$ cat src/rtl/ysyx_25020037_wbq_pkg.sv
// Shared write-back queue configuration: result-source and load-format encodings, default width.
package ysyx_25020037_wbq_pkg;

   localparam int unsigned XLEN_DEF = 32;

   typedef enum logic [1:0] {
      SEL_ALU = 2'd0,
      SEL_LD  = 2'd1,
      SEL_CSR = 2'd2,
      SEL_RSV = 2'd3
   } res_sel_e;

   typedef enum logic [2:0] {
      LD_LB  = 3'd0,
      LD_LH  = 3'd1,
      LD_LW  = 3'd2,
      LD_LBU = 3'd4,
      LD_LHU = 3'd5
   } ld_fmt_e;

endpackage

$ cat src/rtl/ysyx_25020037_wbq_ld_ext.sv
// Combinational load extractor: picks byte/half at the byte offset and sign/zero-extends.
module ysyx_25020037_ld_ext
   import ysyx_25020037_wbq_pkg::*;
#(
   parameter int unsigned XLEN = XLEN_DEF
) (
   input  logic [XLEN-1:0] raw,
   input  logic [2:0]      fmt,
   input  logic [1:0]      off,
   output logic [XLEN-1:0] data
);

   logic [7:0]  byte_sel;
   logic [15:0] half_sel;

   always_comb begin
      byte_sel = raw[{off, 3'b000} +: 8];
      // halfwords are taken from the aligned half addressed by off[1]
      half_sel = off[1] ? raw[31:16] : raw[15:0];
      case (fmt)
         LD_LB:   data = {{(XLEN-8){byte_sel[7]}}, byte_sel};
         LD_LH:   data = {{(XLEN-16){half_sel[15]}}, half_sel};
         LD_LBU:  data = {{(XLEN-8){1'b0}}, byte_sel};
         LD_LHU:  data = {{(XLEN-16){1'b0}}, half_sel};
         default: data = raw;
      endcase
   end

endmodule

$ cat src/rtl/ysyx_25020037_wbq.sv
// Write-back queue: forms the GPR result at enqueue and holds entries in strict FIFO order.
// Optional zero-latency bypass into an empty queue: define YSYX_25020037_WBQ_BYPASS_EN.
module ysyx_25020037_wbq
   import ysyx_25020037_wbq_pkg::*;
#(
   parameter int unsigned XLEN  = XLEN_DEF,
   parameter int unsigned DEPTH = 2,
   parameter int unsigned RD_W  = 5
) (
   input  logic                       clk,
   input  logic                       rst,
   input  logic                       lsu_valid,
   output logic                       wbu_ready,
   input  logic                       in_gpr_we,
   input  logic [RD_W-1:0]            in_rd,
   input  logic [XLEN-1:0]            in_pc,
   input  logic [1:0]                 in_sel,
   input  logic [XLEN-1:0]            in_alu_res,
   input  logic [XLEN-1:0]            in_csr_data,
   input  logic [XLEN-1:0]            in_ld_raw,
   input  logic [2:0]                 in_ld_fmt,
   input  logic [1:0]                 in_ld_off,
   input  logic                       flush,
   input  logic                       gu_ready,
   output logic                       wbu_valid,
   output logic                       out_gpr_we,
   output logic [RD_W-1:0]            out_rd,
   output logic [XLEN-1:0]            out_data,
   output logic [XLEN-1:0]            out_pc,
   output logic [$clog2(DEPTH):0]     occupancy
);

   localparam int unsigned PW = $clog2(DEPTH);
   localparam int unsigned CW = PW + 1;
   localparam logic [CW-1:0] FULL_CNT = CW'(DEPTH);

   logic [PW-1:0]   wr_ptr_q, wr_ptr_d;
   logic [PW-1:0]   rd_ptr_q, rd_ptr_d;
   logic [CW-1:0]   occ_q, occ_d;

   logic [XLEN-1:0] data_mem_q [DEPTH];
   logic [XLEN-1:0] pc_mem_q   [DEPTH];
   logic [RD_W-1:0] rd_mem_q   [DEPTH];
   logic [DEPTH-1:0] we_mem_q;

   logic [XLEN-1:0] ld_data;
   logic [XLEN-1:0] res_data;
   logic            res_we;
   logic            q_empty;
   logic            q_full;
   logic            byp;
   logic            push;
   logic            pop;

   ysyx_25020037_ld_ext #(
      .XLEN (XLEN)
   ) u_ld_ext (
      .raw  (in_ld_raw),
      .fmt  (in_ld_fmt),
      .off  (in_ld_off),
      .data (ld_data)
   );

   always_comb begin
      case (in_sel)
         SEL_LD:  res_data = ld_data;
         SEL_CSR: res_data = in_csr_data;
         default: res_data = in_alu_res;
      endcase
      res_we = in_gpr_we && (in_rd != '0);
   end

   always_comb begin
      q_empty = (occ_q == '0);
      q_full  = (occ_q == FULL_CNT);
`ifdef YSYX_25020037_WBQ_BYPASS_EN
      // rst gating keeps wbu_valid low during reset even though bypass is combinational
      byp = lsu_valid && gu_ready && q_empty && !flush && !rst;
`else
      byp = 1'b0;
`endif
      wbu_ready = !q_full || gu_ready;
      wbu_valid = !q_empty || byp;
      push      = lsu_valid && wbu_ready && !byp && !flush;
      pop       = !q_empty && gu_ready;
      occupancy = occ_q;
   end

   always_comb begin
      wr_ptr_d = wr_ptr_q;
      rd_ptr_d = rd_ptr_q;
      occ_d    = occ_q;
      if (flush) begin
         wr_ptr_d = '0;
         rd_ptr_d = '0;
         occ_d    = '0;
      end else begin
         if (push) wr_ptr_d = wr_ptr_q + PW'(1);
         if (pop)  rd_ptr_d = rd_ptr_q + PW'(1);
         case ({push, pop})
            2'b10:   occ_d = occ_q + CW'(1);
            2'b01:   occ_d = occ_q - CW'(1);
            default: occ_d = occ_q;
         endcase
      end
   end

   always_ff @(posedge clk or posedge rst) begin
      if (rst) begin
         wr_ptr_q <= '0;
         rd_ptr_q <= '0;
         occ_q    <= '0;
      end else begin
         wr_ptr_q <= wr_ptr_d;
         rd_ptr_q <= rd_ptr_d;
         occ_q    <= occ_d;
      end
   end

   always_ff @(posedge clk) begin
      if (push) begin
         data_mem_q[wr_ptr_q] <= res_data;
         pc_mem_q[wr_ptr_q]   <= in_pc;
         rd_mem_q[wr_ptr_q]   <= in_rd;
         we_mem_q[wr_ptr_q]   <= res_we;
      end
   end

   always_comb begin
      out_gpr_we = 1'b0;
      out_rd     = '0;
      out_data   = '0;
      out_pc     = '0;
      if (byp) begin
         out_gpr_we = res_we;
         out_rd     = in_rd;
         out_data   = res_data;
         out_pc     = in_pc;
      end else if (!q_empty) begin
         out_gpr_we = we_mem_q[rd_ptr_q];
         out_rd     = rd_mem_q[rd_ptr_q];
         out_data   = data_mem_q[rd_ptr_q];
         out_pc     = pc_mem_q[rd_ptr_q];
      end
   end

endmodule

$ cat config.mk
export PLATFORM = sky130hd
export DESIGN_NAME = ysyx_25020037_wbq
export DESIGN_NICKNAME = d
export VERILOG_FILES = /design/src/rtl/ysyx_25020037_wbq_pkg.sv /design/src/rtl/ysyx_25020037_wbq_ld_ext.sv /design/src/rtl/ysyx_25020037_wbq.sv
export SDC_FILE = /design/constraint.sdc
export NUM_CORES = 1
export LEC_CHECK = 0
export BUFFER_PORTS_ARGS = -buffer_cell sky130_fd_sc_hd__buf_2
export CAP_MARGIN = 0
export CORE_ASPECT_RATIO = 1.2
export CORE_MARGIN = 4
export CORE_UTILIZATION = 40
export DETAILED_ROUTE_END_ITERATION = 7
export GPL_TIMING_DRIVEN = 0
export PLACE_DENSITY_LB_ADDON = 0.25
export SLEW_MARGIN = 20
export SYNTH_ARGS = -nofsm -noshare
export SYNTH_HDL_FRONTEND = slang
export SYNTH_SLANG_ARGS = --single-unit
$ cat constraint.sdc
create_clock -name clk -period 8.8 [get_ports clk]
set_input_delay 0.44 -clock clk [delete_from_list [all_inputs] [get_ports clk]]
set_output_delay 0.44 -clock clk [all_outputs]
set_load 0.01 [all_outputs]
---- Yosys cells after proc, flatten, opt, wreduce, memory -nomap -nowiden ----
Memories as Yosys holds them, arrays and structs flattened.
Index checks and enable logic that the tools add are counted.
cells by class
  add/subtract/negate cells ............... 4
  shift-type cells ........................ 1
  reductions and logical operators ........ 15
  order comparisons ....................... 3
  eq/ne operators ......................... 8
  mux-type cells .......................... 20
operators by type and width
  operator               number
  $pmux W32 S4           1
  $mux W32               2
  $pmux W32 S2           1
  $shiftx A32 B6 Y8      1
  $mux W16               1
  $mux W1                10
  $eq A2 B2 Y1 const B   3
  $eq A3 B3 Y1 const B   2
  $logic_and A1 B1 Y1    5
  $mux W5                1
  $reduce_bool A5 Y1     1
  $eq A2 B1 Y1 const B   2
  $lt A1 B2 Y1 const B   2
  $pmux W2 S2            1
  $reduce_bool A2 Y1     2
  $eq A3 B1 Y1 const B   1
  $logic_not A1 Y1       3
  $logic_not A3 Y1       1
  $reduce_bool A3 Y1     1
  $add A1 B1 Y1 const B  2
  $add A2 B1 Y2 const B  1
  $bwmux W2              1
  $logic_not A2 Y1       1
  $mux W2                1
  other kinds (4)        4
word-level totals
  register bits ........................... 6
  output and inout bits ................... 74
  bits in writable memories ............... 138
  input bits .............................. 146
  memories ................................ 3
memory list
  memory      depth  width  rd ports  clocked after Yosys merged registers in  write ports  line                     RTL
  data_mem_q  2      32     1         0                                        1            ysyx_25020037_wbq.sv:41  logic [XLEN-1:0] data_mem_q [DEPTH];
  pc_mem_q    2      32     1         0                                        1            ysyx_25020037_wbq.sv:42  logic [XLEN-1:0] pc_mem_q [DEPTH];
  rd_mem_q    2      5      1         0                                        1            ysyx_25020037_wbq.sv:43  logic [RD_W-1:0] rd_mem_q [DEPTH];

---- Depth between registers and ports, before layout ----
  depth in word-level cells ............... 8
  gate-level depth with buffers ........... 9
  depth with buffers taken out ............ 6

---- By module ----
A second synthesis with hierarchy kept.
unflattened totals
  cells, all modules ...................... 557
  area, all modules ....................... 6874.1 um^2
modules (own cells, without submodules)
  module                area an instance (um^2)  cells an instance  seq. area each (um^2)  times used
  ysyx_25020037_wbq     6113.4                   439                4304.1                 1
  ysyx_25020037_ld_ext  760.7                    118                0.0                    1

---- Worst setup path before layout ----
No wires, ideal clock.
  path type ............................... register -> register
  start ................................... register occ_q[1], in the netlist occupancy[1]
  end ..................................... memory data_mem_q[1][0] (netlist bit), enable pin
  path slack .............................. 2.272 ns
  required time ........................... 8.200 ns
  stages on the path, launching flop included .. 4
  buffers on the path ..................... 0
  data arrival time ....................... 5.928 ns
  cells stage by stage .................... dfrtp_1 or3b_1 nand2_1 nor3b_1
on the way
  cells in the longest elaborated chain, start to end .. 7
RTL lines
  item                               line                      RTL
  start, declared                    ysyx_25020037_wbq.sv:39   logic [CW-1:0] occ_q, occ_d;
  start signal, assigned             ysyx_25020037_wbq.sv:112  occ_q <= '0;
  start signal, assigned             ysyx_25020037_wbq.sv:116  occ_q <= occ_d;
  $eq A2 B2 Y1                       ysyx_25020037_wbq.sv:75   q_full = (occ_q == FULL_CNT);
  $logic_not A1 Y1                   ysyx_25020037_wbq.sv:82   wbu_ready = !q_full || gu_ready;
  $logic_or A1 B1 Y1                 ysyx_25020037_wbq.sv:82
  via wbu_ready                      ysyx_25020037_wbq.sv:13   output logic wbu_ready,
  $logic_and A1 B1 Y1 (2 in series)  ysyx_25020037_wbq.sv:84   push = lsu_valid && wbu_ready && !byp && !flush;
  $mux W1                            ysyx_25020037_wbq.sv:121  if (push) begin
  $mux W1 (implied by the code)      ysyx_25020037_wbq.sv:122  data_mem_q[wr_ptr_q] <= res_data;
  end, declared                      ysyx_25020037_wbq.sv:41
The timed path passes the listed nets, and every way through them passes these cells.

---- Worst setup path after layout ----
  start ................................... register occ_q[1], in the netlist occupancy[1]
  end ..................................... output port out_data[25]
on the way
  cells in the longest elaborated chain, start to end .. 2
RTL lines
  item              line                      RTL
  $logic_not A2 Y1  ysyx_25020037_wbq.sv:74   q_empty = (occ_q == '0);
  $mux W32          ysyx_25020037_wbq.sv:139  end else if (!q_empty) begin
  end, declared     ysyx_25020037_wbq.sv:28   output logic [XLEN-1:0] out_data,
Every way passes these cells.

==> results.yml <==
yosys:
  synth_cell_type_count: 42
  yosys_warnings: 0
  async_reset_ff_share_pct: 2.78
  synth_area_per_cell_um2: 13.7
  synthCells: 480
  syn_area_mm2: 0.00659
  synth_edf_count: 140
  ys_ff_latch: 144
  syn_nets: 628
  synth_seq_area_share_pct: 65.3
  ys_dominant_reg_cell: "edfxtp_1"
placement:
  dpl_cell_area_mm2: 0.00810
  dpl_worst_slack_ns: 6.44
  place.gp.congestion: 0.925
  dp_hpwl_um: 14500
  port_buffers: 218
  place_inst: 926
clock_tree:
  htreeDepth: 4
  cts_tree: "built"
  clock_latency_ns: 0.42
  clk_path_buf_depth: 2
  numCtsBuffers: 17
  cts_setup_buffers: 0
  clk_pin_slew_ns: 0.06
  cts-resized-gates: 0
  cts.sinks: 144
  root_buffer: "clkbuf_16"
worst_setup_path:
  crit_buf_inv: 2
  cp-end-kind: "output port"
  cp.arrival_ns: 2.28
  cpMaxStageDelayCell: "nor2_1"
  cp_cell_sequence: "nor2_1 > clkbuf_1 > nor2_1 > buf_2"
  worstSetupPathType: "reg2out"
  crit_fanout: 10
  cpPeakStageDelay_ns: 0.67
  start_kind: "register"
  critPathMostFrequentCell: "nor2_1"
  cp.required_ns: 8.36
  cp_top_family: "simple AND/OR/NAND/NOR gates"
drt:
  drtIter0Drc: 318
  drt_drc_violations_left: 0
  drt-vias-per-instance: 5.12
  drt_pass1_iterations: 5
  drt-total-wl_um: 18100
  antenna_left: 0
  routedWlPerCell_um: 18.9
  routed-via-count: 4906
finish:
  drive_gt1_share_pct: 40.6
  fin_area_mm2: 0.00867
  nets: 882
  fillCellCount: 1444
  n_antenna_cell: 0
  layout_common_cells: "buf_2 (227), edfxtp_1 (140), nor2_1 (83)"
  syn_to_final_growth_pct: 31.6
  final_common_cell: "buf_2"
  fin_cells: 959
power:
  power_density_mw_per_mm2: 200
  p_leak_nw: 3.47
  vdd_drop_max_uv: 135
timing:
  skew_ns: 0.0127
  worst_pin_slew_ns: 0.842
  rsz0062_at_grt: "false"
  max_freq_mhz: 368
  fin_crit_ns: 2.72
  setup_viol: 0
  fin_ws_ns: 6.08
  maxSlewHeadroom_pct: 43.7
  min_period_over_period_pct: 30.9
  hold_violations: 0
  final.setup.tns_ns: 0
  slew_viol_final: 0
global_route:
  antenna_found_initial: 0
  grt_max_degree: 17
  grt_usage_pct: 19.3
  grt_overflow_total: 0
  grt_pass1_wl_um: 27900
  grt_pass1_vias: 5198
floorplan:
  coreArea_mm2: 0.0162
  rows: 51
  ios: 220
  dieArea_mm2: 0.0186
  initial_core_util_pct: 40.7
  fp.dieW_um: 125
  die_h_um: 149
run:
  drv_cap: 0
hold_path:
  hold_path.class: "in2reg"
outcome:
  outcome: "finished clean"
-- routing by layer --
layer | global-route usage (%) | routed length (um) | part of all wire (%) | up-vias
met1 | 23.5 | 7450 | 41 | 2345
li1 | - | - | - | 2340
met3 | 4.53 | 1090 | 6.0 | 20
met5 | 0 | 0 | 0 | -
met2 | 33.4 | 9170 | 51 | 201
met4 | 7.43 | 427 | 2.4 | 0
-- cell usage after synthesis, types with 2 or more instances --
cell type,n,area [um2]
o31ai_1,8,60.1
dfrtp_1,4,100
nor2b_1,2,12.5
mux2i_1,73,731
clkbuf_1,17,63.8
a211oi_1,2,15.0
nand2_1,22,82.6
nor3_1,2,10.0
mux2_2,7,78.8
nand2b_4,2,27.5
buf_6,3,33.8
edfxtp_1,140,4200
buf_2,9,45.0
nor2_1,83,312
o211ai_1,6,45.0
o21ai_1,7,35.0
a21oi_1,3,15.0
nand3_1,2,10.0
a22oi_1,30,225
ha_1,2,25.0
inv_1,8,30.0
nand2b_1,4,25.0
o22ai_1,13,81.3
o211ai_2,10,125
a221oi_1,2,17.5
xor2_1,3,26.3
-- flip-flops by register name, summed over array words and instances, names as in the netlist --
name and count:
rd_mem_q 10, pc_mem_q 64, we_mem_q 2, data_mem_q 64, rd_ptr_q 1, occupancy 2, wr_ptr_q 1
-- cell families (layout without fill, tap and decap cells) --
logic type,Yosys count,after routing,share of synthesized area [%]
flip-flops,144,144,65.3
AND/OR/NAND/NOR,122,122,7.82
AO/OA/AOI/OAI,89,89,10.7
multiplexers,81,81,12.6
buffers and inverters,39,306,2.79
XOR/XNOR,3,3,0.399
adder cells (fa/ha/maj),2,2,0.380
-- through the flow --
stage / util, % / power [W] / hold WS [ns]
floorplan: - / 0.000962 / 0.206
global placement: 49.0 / 0.00107 / 0.319
detailed placement: 50.0 / 0.00108 / 0.333
CTS: 53.5 / 0.00175 / 0.199
global route: 53.5 / 0.00181 / 0.191
finish: 53.5 / 0.00174 / 0.220
-- timing repair --
action	CTS	global route
hold endpoints to repair	4	0
hold buffers	1	0
endpoints found under the setup margin	0	0
-- area by class of cell --
type	instances	area, um2	area share (%)
Multi-Input combinational cell	297	2110	24.4
Sequential cell	144	4300	49.6
Timing Repair Buffer	235	1240	14.3
Inverter	9	33.8	0.389
Tap cell	212	265	3.06
Clock buffer	19	433	4.99
Buffer	30	150	1.73
Clock inverter	13	130	1.50
-- report_power, final --
group          switching, W  internal, W  leakage [nW]  total, W
sequential       0.00000760     0.000792          1.35  0.000800
combinational      0.000155     0.000108          1.85  0.000263
clock              0.000279     0.000395         0.267  0.000674
total              0.000442      0.00129          3.47   0.00174
-- final timing paths --
kind,startpoint,end,slack (ns),depth (start not counted)
worst max-delay path,occupancy[1],out_data[25],6.08,4
worst min-delay path,in_pc[13],pc_mem_q[1][13],0.22,1
worst max register to register,occupancy[1],pc_mem_q[0][0],6.54,6
worst min register to register,wr_ptr_q,wr_ptr_q,0.59,2
max in group asynchronous,rst,occupancy[1],8.19,3
min in group asynchronous,rst,rd_ptr_q,0.46,3
Note: power is estimated with default switching activity, not from simulation.
